--- config.mk ---
export PLATFORM = sky130hd
export DESIGN_NAME = t_word_server
export DESIGN_NICKNAME = d
export VERILOG_FILES = /design/src/rtl/t_word_server.sv
export SDC_FILE = /design/constraint.sdc
export NUM_CORES = 1
export LEC_CHECK = 0
export CAP_MARGIN = 20
export CORE_ASPECT_RATIO = 0.9
export CORE_MARGIN = 10
export CORE_UTILIZATION = 35
export CTS_CLUSTER_SIZE = 25
export DETAILED_ROUTE_END_ITERATION = 10
export SYNTH_ARGS = -nofsm -noshare
export SYNTH_HDL_FRONTEND = slang
export SYNTH_SLANG_ARGS = --single-unit
--- constraint.sdc ---
create_clock -name clk -period 6.7 [get_ports clk]
set_input_delay 0.67 -clock clk [delete_from_list [all_inputs] [get_ports clk]]
set_output_delay 0.67 -clock clk [all_outputs]
set_load 0.1 [all_outputs]
--- src/rtl/t_word_server.sv ---
// rtl/t_word_server.sv - word store loaded by a host, then served to a processor as a circular buffer
// Optional sticky protocol-error flag enabled by defining T_WORD_SERVER_ERR_EN.
module t_word_server #(
    parameter int WORD_W    = 64,
    parameter int DEPTH     = 16,
    parameter int DEPTH_LOG = 4,
    parameter int TSIZE_W   = 10
) (
    input  logic               clk,
    input  logic               rst,
    input  logic               i_load_start,
    input  logic [TSIZE_W-1:0] i_load_t_size,
    input  logic               i_load_valid,
    input  logic [WORD_W-1:0]  i_load_data,
    input  logic               i_load_last,
    output logic               o_load_ready,
    input  logic               i_sram_request,
    output logic [WORD_W-1:0]  o_request_data,
    output logic               o_request_valid,
    input  logic               i_sram_send,
    input  logic [WORD_W-1:0]  i_send_data,
    output logic [TSIZE_W-1:0] o_T_size,
    output logic               o_ready,
    input  logic               i_clear,
    output logic               o_err
);

    typedef enum logic [1:0] {S_IDLE, S_LOAD, S_SERVE} state_t;

    localparam logic [DEPTH_LOG:0]   FULL    = (DEPTH_LOG+1)'(DEPTH);
    localparam logic [DEPTH_LOG:0]   CNT_ONE = (DEPTH_LOG+1)'(1);
    localparam logic [DEPTH_LOG-1:0] PTR_ONE = DEPTH_LOG'(1);

    state_t             state;
    logic [DEPTH_LOG:0] cnt;
    logic [DEPTH_LOG-1:0] rp;
    logic [DEPTH_LOG-1:0] wp;
    logic [WORD_W-1:0]  mem [DEPTH];

    logic                 serving;
    logic                 load_accept;
    logic                 serve_read;
    logic                 serve_write;
    logic                 mem_we;
    logic [DEPTH_LOG-1:0] mem_waddr;
    logic [WORD_W-1:0]    mem_wdata;

    // Pointers wrap at the loaded word count, not at DEPTH.
    function automatic logic [DEPTH_LOG-1:0] next_ptr(input logic [DEPTH_LOG-1:0] p,
                                                      input logic [DEPTH_LOG:0]   n);
        if ({1'b0, p} == n - CNT_ONE)
            return '0;
        return p + PTR_ONE;
    endfunction

    assign o_ready      = (state == S_SERVE);
    assign o_load_ready = (state == S_LOAD) && (cnt < FULL);
    assign serving      = (state == S_SERVE) && (cnt != '0);
    assign load_accept  = (state == S_LOAD) && i_load_valid && o_load_ready && !i_clear;
    assign serve_read   = serving && i_sram_request && !i_clear;
    assign serve_write  = serving && i_sram_send && !i_clear;

    assign mem_we    = load_accept || serve_write;
    assign mem_waddr = load_accept ? cnt[DEPTH_LOG-1:0] : wp;
    assign mem_wdata = load_accept ? i_load_data : i_send_data;

    // Storage has no reset so contents survive rst and i_clear.
    always_ff @(posedge clk) begin
        if (mem_we)
            mem[mem_waddr] <= mem_wdata;
    end

    always_ff @(posedge clk or posedge rst) begin
        if (rst) begin
            state           <= S_IDLE;
            cnt             <= '0;
            rp              <= '0;
            wp              <= '0;
            o_T_size        <= '0;
            o_request_data  <= '0;
            o_request_valid <= 1'b0;
        end else begin
            // A read sees mem before this cycle's writeback lands.
            o_request_valid <= i_sram_request && !i_clear;
            o_request_data  <= serve_read ? mem[rp] : '0;
            if (serve_read)
                rp <= next_ptr(rp, cnt);
            if (serve_write)
                wp <= next_ptr(wp, cnt);

            case (state)
                S_IDLE: begin
                    if (i_clear) begin
                        cnt <= '0;
                        rp  <= '0;
                        wp  <= '0;
                    end else if (i_load_start) begin
                        state    <= S_LOAD;
                        o_T_size <= i_load_t_size;
                        cnt      <= '0;
                        rp       <= '0;
                        wp       <= '0;
                    end
                end
                S_LOAD: begin
                    if (i_clear) begin
                        state <= S_IDLE;
                        cnt   <= '0;
                        rp    <= '0;
                        wp    <= '0;
                    end else if (load_accept) begin
                        cnt <= cnt + CNT_ONE;
                        if (i_load_last)
                            state <= S_SERVE;
                    end
                end
                S_SERVE: begin
                    if (i_clear) begin
                        state <= S_IDLE;
                        cnt   <= '0;
                        rp    <= '0;
                        wp    <= '0;
                    end
                end
                default: state <= S_IDLE;
            endcase
        end
    end

`ifdef T_WORD_SERVER_ERR_EN
    logic err_event;

    assign err_event = !i_clear &&
                       (((i_sram_request || i_sram_send) && !serving) ||
                        ((state == S_LOAD) && i_load_valid && !o_load_ready));

    always_ff @(posedge clk or posedge rst) begin
        if (rst)
            o_err <= 1'b0;
        else if ((state == S_IDLE) && i_load_start && !i_clear)
            o_err <= 1'b0;
        else if (err_event)
            o_err <= 1'b1;
    end
`else
    assign o_err = 1'b0;
`endif

endmodule
==> results of run 1 <==
-- worst paths after layout --
path                                                end  slack, ps
min in group asynchronous  o_request_data[20]$_DFF_PP0_        540
hold / removal                  o_T_size[7]$_DFFE_PP0P_        510
setup reg to reg                   mem[7][60]$_DFFE_PP_       2540
max in group asynchronous               rp[0]$_DFF_PP0_       4690
hold reg to reg                 o_T_size[7]$_DFFE_PP0P_        510
setup / recovery                   mem[7][60]$_DFFE_PP_       2520
-- kinds of logic (layout without fill, tap and decap cells) --
family | count (synthesis) | in the layout | synth area share (%)
other | 1 | 1 | 0.00874
adders and majority gates | 8 | 8 | 0.233
AOI/OAI and AO/OA | 88 | 88 | 1.33
xor gates and xnor gates | 15 | 15 | 0.370
muxes | 465 | 465 | 18.5
and+or+nand+nor | 68 | 68 | 0.907
buffers and inverters | 114 | 479 | 1.70
DFF | 1114 | 1114 | 76.9
-- per-stage QoR --
stage          hold slack [ps]  cells  setup slack, ps
2_1_floorplan              567   1873             1300
5_1_grt                    517   3837             2300
6_report                   507   3837             2520
4_1_cts                    513   3835             2240
3_3_place_gp               485   3625             1650
3_5_place_dp               498   3626             1560
-- placed cells by master, fill, tap and decap left out, types with 3 or more instances in the layout --
cell type / n
buf_4: 22
mux2i_1: 133
clkinv_1: 13
clkdlybuf4s50_1: 222
nor2b_1: 3
nor2_1: 5
dfrtp_4: 3
xnor2_1: 12
a31oi_1: 4
edfxtp_1: 1024
inv_1: 8
nor3_1: 15
buf_12: 16
o211ai_1: 3
nand3_1: 4
o22ai_1: 64
o21ai_0: 4
mux2_2: 76
clkinv_4: 4
clkbuf_16: 112
nor2_4: 16
nand3b_1: 5
nor3b_1: 4
ha_1: 8
clkbuf_1: 27
bufinv_16: 8
clkinv_2: 19
mux4_2: 256
clkbuf_8: 13
dfrtp_1: 87
inv_6: 7
-- power by group through the flow --
stage	clock network [mW]	registers [mW]	logic (mW)
floorplan	0	8.28	0.537
global placement	0	8.02	1.17
detailed placement	0	8.03	1.20
CTS	6.31	7.88	1.21
global route	6.61	7.89	1.27
finish	6.18	7.88	1.19
-- per-layer routing --
| layer | vias to the layer above | global-route usage [%] |
|---|---|---|
| met5 | - | 0 |
| met4 | 2 | 4.39 |
| met3 | 146 | 2.41 |
| met2 | 512 | 24.3 |
| met1 | 10800 | 19.1 |
| li1 | 8428 | - |
-- state kept, by name (all words and copies together), names as in the netlist --
register and count:
rp 4, cnt 5, state 2, o_T_size 10, mem 1024, o_request_data 64
o_request_valid 1, wp 4
-- critical path, delay by kind of cell --
family	cells	cell delay, ps
AOI/OAI and AO/OA	1	90
buffers and inverters	4	1950
and+or+nand+nor	2	1500
muxes	1	210
-- cell type report --
cell class / instances / area (µm²) / area share [%]
timing repair buffer: 261 / 2740 / 5.39
clock inverter: 57 / 596 / 1.17
tap: 1599 / 2000 / 3.94
inverter: 9 / 36.3 / 0.0715
multi-input combinational: 645 / 9310 / 18.3
clock buffer: 152 / 3080 / 6.07
sequential: 1114 / 33000 / 65.0
==> flow_metrics.py, run 1 <==
metrics = {
    "setup_path": {
        "max_stage_delay_ps": 800,
        "rr_startpoint": "state[1]$_DFFE_PP0P_",
        "crit_chain": "clkdlybuf4s50_1 > and4bb_4 > buf_12 > mux2_2 > o21ai_0 > buf_4 > nor2_4 > buf_4",
        "crit_start": "i_clear",
        "cp.arrival_ps": 4500,
        "slowest_stage": "buf_4",
        "critPathMaxFanout": 43,
        "worstPathRequired_ps": 7020,
        "critPathCaptureType": "register",
        "cp-start-kind": "input port",
        "reg2reg_depth": 9,
        "path_class": "in2reg",
        "cpMostUsedCell": "buf_4",
    },
    "yosys": {
        "synthTopCellsByArea": "edfxtp_1 72%, mux4_2 13%, dfrtp_1 5.2%, mux2i_1 3.1%, mux2_2 2.0%",
        "synth_area_per_cell_um2": 22.9,
        "syn-cell-area_um2": 42900,
        "yosysMostFrequentCell": "edfxtp_1",
        "yosysWarnings": 0,
        "synth_flop_cell": "edfxtp_1",
        "synth_top_area_share_pct": 71.7,
        "yosysSeqAreaShare_pct": 76.9,
        "synth_common_cells": "1024 x edfxtp_1, 256 x mux4_2, 133 x mux2i_1, 90 x dfrtp_1, 76 x mux2_2",
        "synthCells": 1873,
        "ys_async_sr_fraction_pct": 8.08,
        "synthesis.nets": 2027,
        "ys_types": 49,
        "synth_edf_count": 1024,
        "ys_ff_latch": 1114,
        "synth_top_cell_by_area": "edfxtp_1",
    },
    "global_routing": {
        "gr-total-overflow": 0,
        "antenna_found_initial": 1,
        "grt_max_degree": 95,
        "grt_pass1_wl_um": 148000,
        "grt_util_all_layers_pct": 14.4,
        "grt_pass1_vias": 21300,
    },
    "clock_tree": {
        "clock_path_buffers": 3,
        "clkTransAtPathRegs_ps": 60,
        "cts_tree": "built",
        "insertion_delay_ps": 710,
        "cts-root-buf": "clkbuf_16",
        "cts_setup_buffers": 0,
        "h-tree-depth": 3,
        "cts_resized": 0,
        "cts.sink_count": 1114,
        "ctsHoldBuffers": 0,
        "numCtsBuffers": 112,
    },
    "floorplanning": {
        "dieArea_um2": 137000,
        "io_pins": 224,
        "die_w_um": 389,
        "initial_utilization_pct": 35.3,
        "fp.dieH_um": 352,
        "num_rows": 121,
        "core_area_um2": 121000,
    },
    "finish": {
        "final_core_util_pct": 41.8,
        "nFillCells": 10500,
        "synthToLayoutAreaGrowth_pct": 18.3,
        "postLayoutCellArea_um2": 50800,
        "n_antenna_cell": 0,
        "post_route_cells_drive_above_1_share_pct": 25.4,
        "fin_nets": 2297,
    },
    "pwr": {
        "power.share.sequential_pct": 51.7,
        "pwr-share-clk_pct": 40.5,
        "total_power_mw": 15.3,
        "switching_power_mw": 3.50,
        "intPower_mw": 11.8,
        "swShare_pct": 22.9,
        "p_per_area_nw_per_um2": 300,
        "power_frac_comb_pct": 7.8,
        "p_leak_nw": 15.5,
        "irDropWorstVdd_mv": 0.231,
    },
    "sta": {
        "fin_tns_setup_ps": 0,
        "setup_violations": 0,
        "clock-skew-final_ps": 40.8,
        "maxSlewHeadroom_pct": 27.8,
        "hold_violations": 0,
        "worst_pin_slew_ps": 1080,
        "fmax_mhz": 239,
        "drv_slew": 0,
        "finalCritPeriodShare_pct": 62.4,
        "min_period_ps": 4180,
        "rsz0062_at_grt": "no",
    },
    "route": {
        "initialDrtViolationCount": 1538,
        "vias_per_cell": 5.19,
        "wl_met1_um": 42500,
        "drtPass1Iterations": 7,
        "top_layer": "met5",
        "via_count": 19900,
        "wl_per_cell_um": 26.2,
        "route.met3.wl_um": 4980,
        "wl_met2_um": 50300,
        "drtAntennaViolNets": 0,
        "drt_wl_total_um": 100000,
        "drc": 0,
    },
    "outcome": {
        "status": "completed",
    },
    "placed_design": {
        "placed_area_um2": 47000,
        "hpwlAfterDp_um": 55900,
        "port-buffer-count": 222,
        "gp_congestion": 0.745,
    },
    "min_path": {
        "hold_path.class": "reg2reg",
        "min_path_cells": 1,
        "min_from": "o_T_size[7]$_DFFE_PP0P_",
    },
    "run": {
        "maxCapViolCount": 0,
    },
}
(Power assumes the default switching activity.)
==> run 2: changes to the inputs <==
clock period = 4.35 ns   (was 6.7 ns; I/O delays follow)
==> run 2 against run 1 <==
Effect of this change: via count rose by 2.1%; highest routed layer unchanged; clock power rose by 56%; critical path depth fell by 4; first-iteration DRC count rose by 25%; utilization rose by 0.45 points; die area did not move; final area rose by 1.1%; total power rose by 55%.
==> flow_metrics.py, run 2 (synthesis results as in run 1) <==
metrics = {
    "clock_tree": {
        "clock_path_buffers": 3,
        "cts_tree": "built",
        "cts.sink_count": 1114,
        "cts_setup_buffers": 0,
        "h-tree-depth": 3,
        "ctsHoldBuffers": 0,
        "numCtsBuffers": 112,
        "cts_resized": 0,
        "cts-root-buf": "clkbuf_16",
        "clkTransAtPathRegs_ps": 60,
        "insertion_delay_ps": 690,
    },
    "finish": {
        "layout_commonest_cell": "edfxtp_1",
        "reg_top3": "mem (1024), o_request_data (64), o_T_size (10)",
        "regMostFlops": "mem",
        "post_route_cells_drive_above_1_share_pct": 26.2,
        "synthToLayoutAreaGrowth_pct": 19.6,
        "n_antenna_cell": 0,
        "fin_nets": 2326,
        "final_cell_mix": "1024 x edfxtp_1, 256 x mux4_2, 221 x clkdlybuf4s50_1",
        "largest_reg_flops": 1024,
    },
    "setup_path": {
        "slowest_stage": "clkdlybuf4s50_1",
        "worstPathRequired_ps": 3910,
        "cp.arrival_ps": 2880,
        "reg2reg_slack_ps": 1090,
        "critPathMaxFanout": 6,
        "reg2reg_depth": 7,
        "crit_start": "state[1]$_DFFE_PP0P_",
        "r2r_end": "mem[8][59]$_DFFE_PP_",
        "crit_chain": "inv_1 > ha_1 > nor2b_1 > clkdlybuf4s50_1",
        "cp-start-kind": "register",
        "rr_startpoint": "state[1]$_DFFE_PP0P_",
        "max_stage_delay_ps": 1180,
        "critPathCaptureType": "primary output",
        "path_class": "reg2out",
    },
    "floorplanning": {
        "io_pins": 224,
        "die_w_um": 389,
        "initial_utilization_pct": 35.3,
        "dieArea_um2": 137000,
        "num_rows": 121,
        "core_area_um2": 121000,
        "fp.dieH_um": 352,
    },
    "sta": {
        "clock-skew-final_ps": 31.6,
        "drv_slew": 0,
        "setup_violations": 0,
        "min_period_ps": 3320,
        "maxSlewHeadroom_pct": 26.6,
        "setup_ws_ps": 1030,
        "rsz0062_at_grt": "no",
        "hold_ws_ps": 265,
        "fmax_mhz": 301,
        "finalCritPeriodShare_pct": 76.3,
        "worst_pin_slew_ps": 1100,
        "hold_violations": 0,
    },
    "route": {
        "initialDrtViolationCount": 1922,
        "vias_per_cell": 5.26,
        "wl_per_cell_um": 27.2,
        "drtPass1Iterations": 5,
        "drc": 0,
        "drtAntennaViolNets": 0,
        "drt_wl_total_um": 105000,
        "via_count": 20300,
    },
    "pwr": {
        "irDropWorstVdd_mv": 0.321,
        "p_per_area_nw_per_um2": 461,
        "total_power_mw": 23.7,
        "p_leak_nw": 15.7,
    },
    "global_routing": {
        "grt_util_all_layers_pct": 15.0,
        "grt_max_degree": 67,
        "gr-total-overflow": 0,
        "grt_pass1_vias": 21400,
        "antenna_found_initial": 6,
        "grt_pass1_wl_um": 152000,
    },
    "outcome": {
        "status": "completed",
    },
    "min_path": {
        "hold_path.class": "in2async",
    },
    "placed_design": {
        "port-buffer-count": 222,
        "place_ws_ps": 679,
        "hpwlAfterDp_um": 57300,
        "gp_congestion": 0.734,
    },
    "run": {
        "maxCapViolCount": 0,
    },
}
[run 2: layer usage]
metal  track usage (%)  share of wire [%]  vias to the layer above
li1                  -                  -                     8486
met1              20.4                 43                    11000
met2              24.4                 48                      664
met3              3.14                6.6                      175
met4              4.32                2.5                        6
met5                 0              0.037                        -
[run 2: critical path: cells and delay by family (launching register included)]
family,cells,cell delay (ps)
fa+ha+maj,1,280
flops,1,400
simple gates,1,220
buf+inv,2,1290
[run 2: layout make-up]
cell class	count	area (µm²)
clock inverters	69	723
well taps	1599	2000
inverters	9	36.3
clock buffers	142	3020
flip-flops and latches	1114	33000
repair buffers	290	3220
multi-input cells	645	9300
fillers	10400	70100
[run 2: where the power goes]
group | switching, mW | total [mW] | internal (mW)
logic | 1.25 | 1.85 | 0.595
clock network | 3.99 | 9.67 | 5.68
registers | 0.0668 | 12.1 | 12.1
total | 5.31 | 23.7 | 18.3
[run 2: metrics by stage]
| stage | std cells | setup TNS (ps) | cell area [µm²] | util, % |
|---|---|---|---|---|
| final | 3868 | 0 | 51300 | 42.3 |
| after detailed placement | 3657 | 0 | 47600 | 39.2 |
| after floorplan | 1873 | -975360 | 42900 | - |
| after global placement | 3657 | 0 | 47600 | 39.2 |
| after global routing | 3868 | 0 | 51300 | 42.3 |
| after CTS | 3868 | 0 | 51300 | 42.3 |
[run 2: how the worst max path moves through the flow]
stage                                     end  slack, ps
after floorplan           mem[7][0]$_DFFE_PP_      -1050
after global placement    mem[8][6]$_DFFE_PP_        690
after detailed placement  mem[8][5]$_DFFE_PP_        680
after CTS                        o_load_ready        970
after global routing             o_load_ready        880
final                            o_load_ready       1030
==> run 3: changes to the inputs <==
clock period = 3.5 ns   (was 4.35 ns; I/O delays follow)
==> run 3 against run 2 <==
Effect of this change: critical path depth increased by 3; largest power group unchanged; clock power increased by 25%; global-route usage decreased by 0.23 points; critical endpoint is now mem[0][33]$_DFFE_PP_; sequential cell count unchanged; highest routed layer unchanged; register-to-register slack got worse by 620 ps; non-clock buffer count increased by 6; clock skew increased by 15 ps; count of clock-buffer cells in the layout decreased by 3; final cell count increased by 0.10%.
==> flow_metrics.py, run 3 (synthesis results as in run 1) <==
metrics = {
    "finish": {
        "reg_top3": "mem (1024), o_request_data (64), o_T_size (10)",
        "post_route_cells_drive_above_1_share_pct": 27.0,
        "final_cell_mix": "1024 x edfxtp_1, 256 x mux4_2, 220 x clkdlybuf4s50_1",
        "largest_reg_flops": 1024,
        "postLayoutCellArea_um2": 51500,
        "layout_commonest_cell": "edfxtp_1",
        "final_cells": 3872,
        "regMostFlops": "mem",
        "synthToLayoutAreaGrowth_pct": 20.0,
        "fin_nets": 2330,
    },
    "route": {
        "drt_wl_total_um": 104000,
        "vias_per_cell": 5.19,
        "drtAntennaViolNets": 0,
        "initialDrtViolationCount": 1839,
        "drc": 0,
        "wl_per_cell_um": 26.8,
        "via_count": 20100,
        "drtPass1Iterations": 7,
    },
    "run": {
        "maxCapViolCount": 0,
    },
    "pwr": {
        "p_per_area_nw_per_um2": 573,
        "p_leak_nw": 15.8,
        "irDropWorstVdd_mv": 0.457,
    },
    "clock_tree": {
        "cts_setup_buffers": 0,
        "clock_path_buffers": 3,
        "h-tree-depth": 3,
        "cts_resized": 0,
        "insertion_delay_ps": 700,
        "cts_tree": "built",
        "clkTransAtPathRegs_ps": 60,
        "cts-root-buf": "clkbuf_16",
        "cts.sink_count": 1114,
        "ctsHoldBuffers": 0,
        "numCtsBuffers": 110,
    },
    "global_routing": {
        "grt_pass1_vias": 21300,
        "gr-total-overflow": 0,
        "use_met2_pct": 24.0,
        "grt_util_all_layers_pct": 14.8,
        "grt_busiest_layer": "met2",
        "grt_pass1_wl_um": 150000,
        "grtUsageMet1_pct": 20.3,
        "grt_max_degree": 80,
        "antenna_found_initial": 3,
        "grt_use_met3_pct": 2.98,
    },
    "placed_design": {
        "placed_cells": 3662,
        "hpwlAfterDp_um": 58500,
        "place_ws_ps": 352,
        "placed_area_um2": 47700,
        "port-buffer-count": 222,
        "gp_congestion": 0.740,
    },
    "setup_path": {
        "worstPathRequired_ps": 3870,
        "reg2reg_depth": 7,
        "r2r_end": "mem[0][33]$_DFFE_PP_",
        "critPathMaxFanout": 8,
        "cp.arrival_ps": 3390,
        "cp-start-kind": "register",
        "path_class": "reg2reg",
        "reg2reg_slack_ps": 470,
        "critPathCaptureType": "register",
        "rr_startpoint": "state[1]$_DFFE_PP0P_",
    },
    "sta": {
        "setup_ws_ps": 471,
        "clock-skew-final_ps": 46.9,
        "setup_violations": 0,
        "rsz0062_at_grt": "no",
        "drv_slew": 0,
        "fin_tns_setup_ps": 0,
        "hold_violations": 0,
        "worst_pin_slew_ps": 1050,
        "fmax_mhz": 330,
        "hold_ws_ps": 23.0,
        "maxSlewHeadroom_pct": 29.7,
        "min_period_ps": 3030,
        "finalCritPeriodShare_pct": 86.5,
    },
    "floorplanning": {
        "die_w_um": 389,
        "initial_utilization_pct": 35.3,
        "fp.dieH_um": 352,
        "num_rows": 121,
        "core_area_um2": 121000,
        "dieArea_um2": 137000,
        "io_pins": 224,
    },
    "outcome": {
        "status": "completed",
    },
    "min_path": {
        "hold_path.class": "in2async",
    },
}
run 3: cell types whose count changed in the layout (fill, tap and decap cells not counted), sizes merged:
cell,change
clkinv,-5
inv,+3
clkinvlp,+2
buf,+7
diode,+1
clkdlybuf4s50,-1
clkbuf,-3
run 3: per-layer routing:
metal,vias to the layer above,part of all wire [%]
li1,8506,-
met2,622,48
met5,-,0.0087
met3,145,6.0
met4,2,2.1
met1,10800,44
run 3: critical path, cell delays in order, from the launching register on:
cell      delay (ps)
dfrtp_1          420
inv_1            120
ha_1             300
nand2b_1         250
nor3_1           460
o21ai_1          430
nor2_4           470
buf_4            270
run 3: area by class of cell:
class	count	area [µm²]
multi-input combinational	645	9320
timing repair buffer	296	3320
tap	1599	2000
fill	10300	69900
clock buffer	139	3010
clock inverter	69	791
sequential	1114	33000
inverter	9	38.8
antenna	1	2.50
run 3: through the flow:
stage | util, % | total power, mW
floorplan | - | 16.9
global placement | 39.3 | 17.6
finish | 42.4 | 29.5
detailed placement | 39.3 | 17.7
global route | 42.4 | 30.5
CTS | 42.4 | 29.8
run 3: how the worst max path moves through the flow:
stage | start | endpoint
after CTS | cnt[0]$_DFFE_PP0P_ | mem[0][33]$_DFFE_PP_
after floorplan | state[0]$_DFFE_PP0P_ | mem[1][0]$_DFFE_PP_
after global routing | cnt[0]$_DFFE_PP0P_ | mem[0][33]$_DFFE_PP_
final | state[1]$_DFFE_PP0P_ | mem[0][33]$_DFFE_PP_
after global placement | i_clear | mem[0][30]$_DFFE_PP_
after detailed placement | i_clear | mem[0][30]$_DFFE_PP_
run 3: power breakdown:
| part | internal [mW] | switching (mW) | total [mW] |
|---|---|---|---|
| registers | 15.0 | 0.0781 | 15.1 |
| clock network | 7.10 | 5.03 | 12.1 |
| logic | 0.742 | 1.56 | 2.30 |
| total | 22.8 | 6.67 | 29.5 |
==> edit 1, RTL diff (flow settings as in run 3) <==
Re-encode `state_t` (3 states) as one-hot, 3 bits wide.
--- a/src/rtl/t_word_server.sv
+++ b/src/rtl/t_word_server.sv
@@ -26,5 +26,5 @@
 );
 
-    typedef enum logic [1:0] {S_IDLE, S_LOAD, S_SERVE} state_t;
+    typedef enum logic [2:0] {S_IDLE = 3'b001, S_LOAD = 3'b010, S_SERVE = 3'b100} state_t;
 
     localparam logic [DEPTH_LOG:0]   FULL    = (DEPTH_LOG+1)'(DEPTH);
Behaviour: no difference found for any inputs over 4 cycles, from zero or initial values and one cycle with rst high; so few cycles prove little.
==> edit 1 against run 3 <==
Synthesized area about the same; global-route usage down 0.34 points; synthesized cell count down 3.5%; critical path type unchanged; routed wire length down 3.8%; worst setup slack worse by 100 ps; sequential cell count up 1; final area down 0.29%; highest routed layer unchanged.
Power is not compared: it rests on default switching activity, and its combinational part moved more than twofold at a synthesized area within 25%.
==> edit 1: results (changes against run 3) <==
Synthesis
  • FFs w/ async S/R, synth: 8.16% (was 8.08%)
  • Yosys cell types: 50 (was 49)
  • Area contributors post-synth: edfxtp_1, mux4_2, dfrtp_1 (unchanged)
  • Mapped Nets: 1,957 (was 2,027)
  • Most instantiated cells after synthesis: edfxtp_1, mux4_2, dfrtp_1 (was edfxtp_1, mux4_2, mux2i_1)
  • Sequential area share after synthesis: 77.0% (was 76.9%)
  • Ys Warns: 0 (unchanged)
  • Number of flops mapped to enable cells by yosys: 1,024 (unchanged)

Setup path
  • Crit Reg-Reg Endpoint: mem[0][32] (was mem[0][33])
  • Worst R2R Start: cnt[0] (was state[1])
  • R2r worst-path depth: 7 (unchanged)
  • Worst reg2reg setup slack: 370 ps (was 470 ps)
  • Max FO, Critical Path: 40 (was 8)
  • Worst EP arrival: 3460 ps (was 3390 ps)

Routing
  • Post-route antenna net violation count: 0 (unchanged)
  • First DRT Iteration DRCs: 1,819 (was 1,839)
  • DR pass1 iterations: 5 (was 7)
  • WL/cell: 26.3 µm (was 26.8 µm)
  • Vias per cell: 5.19 (about the same)

GRT
  • Vias in the first global route: 20,900 (was 21,300)
  • First-pass GRT wire length: 148 mm (was 150 mm)
  • Largest net degree at the start of global routing: 63 (was 80)
  • Initial antenna violation count: 6 (was 3)
  • Total global-route track usage: 14.5% (was 14.8%)

Place
  • Worst slack at placement: 272 ps (was 352 ps)
  • HPWL Detailed: 57.2 mm (was 58.5 mm)
  • Routability Congestion: 0.763 (was 0.740)

Status
  • Status: finished, final reports clean (unchanged)

STA
  • Worst Skew: 45.4 ps (was 46.9 ps)
  • Worst Max-Slew Pin Slew: 1060 ps (was 1050 ps)

Cells and area
  • Layout cells sized above 1: 26.3% (was 27.0%)
  • Final #Nets: 2,253 (was 2,330)
  • Fill cell count: 10,300 (about the same)

Hold path
  • HP Class: in -> async (unchanged)

Clocking
  • Clk root buf: clkbuf_16 (unchanged)
  • Gates resized, CTS repair: 0 (unchanged)
  • H-tree levels: 3 (unchanged)
==> edit 1: changes by cell type in the layout (fill, tap and decap cells not counted), moves of 12 or more <==
cell	before	now
o22ai_1	64	1
mux2_1	0	74
mux4_2	256	320
clkinv_1	16	28
nor2b_1	3	67
mux2i_1	133	1
mux2_2	76	1
buf_4	33	19
==> edit 1: logic make-up (layout without fill, tap and decap cells) <==
| group | count (synthesis) | in the layout | synth area share [%] |
|---|---|---|---|
| mux | 397 | 397 | 18.8 |
| simple gates | 139 | 139 | 1.91 |
| compound gates | 31 | 31 | 0.469 |
| xor+xnor | 14 | 14 | 0.318 |
| flops | 1115 | 1115 | 77.0 |
| fa+ha+maj | 4 | 4 | 0.117 |
| buf+inv | 106 | 498 | 1.42 |
| other cells | 1 | 2 | 0.00874 |
==> edit 1: power by group <==
part | internal (mW) | total (mW) | switching [mW]
combinational | 0.249 | 0.769 | 0.520
clock | 6.47 | 11.5 | 5.00
sequential | 14.6 | 14.6 | 0.0201
total | 21.3 | 26.9 | 5.54
==> edit 1: area by class of cell <==
class                   count  area share, %
multi-input cells         586           18.4
flip-flops and latches   1115           64.4
clock inverters            73           1.25
clock buffers             135           5.68
diodes                      1        0.00487
inverters                   6         0.0487
well taps                1599           3.90
repair buffers            284           6.32
==> edit 1: routing by layer <==
metal	track usage [%]	vias to the layer above	part of all wire, %
li1	-	8246	-
met1	20.4	10700	44
met2	22.9	592	48
met5	0	-	0.021
met3	2.68	149	5.8
met4	3.98	4	2.4
==> edit 1: through the flow <==
stage | hold WS, ps | cell area, µm² | setup TNS, ps | std cells | power (mW)
6_report | 71.7 | 51400 | 0 | 3799 | 26.9
5_1_grt | 106 | 51300 | 0 | 3798 | 27.7
4_1_cts | 52.8 | 51300 | 0 | 3798 | 27.1
3_5_place_dp | 483 | 47800 | 0 | 3590 | 15.7
3_3_place_gp | 472 | 47800 | 0 | 3590 | 15.6
2_1_floorplan | 482 | 43100 | -419350 | 1807 | 15.3
==> edit 1: critical path, cell delays in order, from the launching register on <==
cell and delay [ps]:
dfrtp_1 530, inv_1 160, ha_1 310, or4b_1 310
nand4b_1 300, o22a_4 430, nor3_4 320, buf_12 360
==> edit 1: worst max-delay path by stage <==
| stage | slack, ps | endpoint | startpoint | cells after the start |
|---|---|---|---|---|
| after floorplan | -750 | mem[12][0] | state[1] | 5 |
| after global placement | 350 | mem[3][25] | i_clear | 7 |
| after detailed placement | 270 | mem[3][25] | i_clear | 7 |
| after CTS | 360 | mem[0][25] | cnt[0] | 7 |
| after global routing | 210 | mem[0][32] | cnt[0] | 7 |
| final | 370 | mem[0][32] | cnt[0] | 7 |
==> edit 2, RTL diff (flow settings as in run 3) <==
Made on the original files. Add a define of `T_WORD_SERVER_ERR_EN`.
--- a/src/rtl/t_word_server.sv
+++ b/src/rtl/t_word_server.sv
@@ -1,4 +1,6 @@
 // rtl/t_word_server.sv - word store loaded by a host, then served to a processor as a circular buffer
 // Optional sticky protocol-error flag enabled by defining T_WORD_SERVER_ERR_EN.
+`define T_WORD_SERVER_ERR_EN
+
 module t_word_server #(
     parameter int WORD_W    = 64,
Function: not settled (the Yosys comparison gave no result); the edit may change what the design does.
==> edit 2 against run 3 <==
Sequential cell count grew 1; maximum frequency shrank 2.0%; worst setup slack lost 61 ps; total power shrank 1.7%; global-route usage shrank 0.23 points; synthesized area grew 0.55%; routed wire length shrank 1.7%; final area shrank 0.13%; critical path type unchanged; critical endpoint is now mem[5][51].
==> edit 2: results (changes against run 3) <==
Status
  • Status: finished, final reports clean (unchanged)

Clocking
  • TritonCTS buffer count: 108 (was 110)

Synthesis
  • Most instantiated cells after synthesis: edfxtp_1, mux4_2, mux2i_1 (unchanged)
  • Sequential area share after synthesis: 76.5% (was 76.9%)
  • Area contributors post-synth: edfxtp_1, mux4_2, dfrtp_1 (unchanged)
  • Mean Syn Cell Area: 22.9 µm² (about the same)
  • Mapped Nets: 2,039 (was 2,027)
  • FFs w/ async S/R, synth: 8.16% (was 8.08%)
  • Post-synthesis mux area share: 18.7% (was 18.5%)

Place
  • Worst slack at placement: 426 ps (was 352 ps)
  • HPWL Detailed: 58.3 mm (was 58.5 mm)
  • Routability Congestion: 0.760 (was 0.740)
  • Count of buffers from port buffering: 223 (was 222)

GRT
  • Largest net degree at the start of global routing: 59 (was 80)
  • GRT met1 Usage: 18.7% (was 20.3%)
  • Total global-route track usage: 14.6% (was 14.8%)
  • GR Util met2: 24.8% (was 24.0%)
  • Met3 GRT Util: 3.08% (was 2.98%)

Pwr
  • Peak supply drop: 0.403 mV (was 0.457 mV)
  • Leak: 15.8 nW (about the same)
  • Net Sw Frac: 22.5% (was 22.6%)
  • Sw power: 6.52 mW (was 6.67 mW)

Cells and area
  • Multi-input combinational area share: 18.4% (was 18.1%)
  • Buffers, non-clock: 294 (was 296)
  • Clock buffer cells: 150 (was 139)
  • ANT cells: 0 (was 1)

Setup path
  • Slowest-stage cell, CP: and4bb_4 (was nor2_4)
  • Max FO, Critical Path: 53 (was 8)
  • Worst EP arrival: 3410 ps (was 3390 ps)

Routing
  • Metal3 WL: 6.53 mm (was 6.22 mm)
  • WL met1: 41.3 mm (was 45.2 mm)
  • Via count: 20,000 (was 20,100)

STA
  • Rel. slew slack: 27.8% (was 29.7%)
  • Worst Skew: 23.7 ps (was 46.9 ps)

Floorplanning
  • # rows: 122 (was 121)
==> edit 2: cell count changes after synthesis, sizes merged, moves of 2 or more <==
| cell | delta |
|---|---|
| nand2 | +13 |
| xor3 | +2 |
| buf | +9 |
| nand2b | +4 |
| a22oi | +2 |
| inv | +2 |
| o21ai | -2 |
| nand3b | -3 |
| clkbuf | -12 |
| a31oi | -3 |
| mux2i | +2 |
| mux2 | +3 |
==> edit 2: cell families (layout without fill, tap and decap cells) <==
family	after synthesis	after routing
DFF	1115	1115
buffers and inverters	113	506
and+or+nand+nor	79	79
xor gates and xnor gates	15	15
AOI/OAI and AO/OA	85	85
muxes	470	470
adders and majority gates	8	8
==> edit 2: final timing paths <==
path                                       start                  to  slack (ps)
worst min-delay path                         rst  o_request_data[41]          30
worst max-delay path                    state[1]          mem[5][51]         410
min in group clk                i_load_t_size[5]         o_T_size[5]         290
max in group asynchronous                    rst  o_request_data[48]        2740
worst min register to register       o_T_size[5]         o_T_size[5]         510
worst max register to register          state[1]          mem[5][51]         410
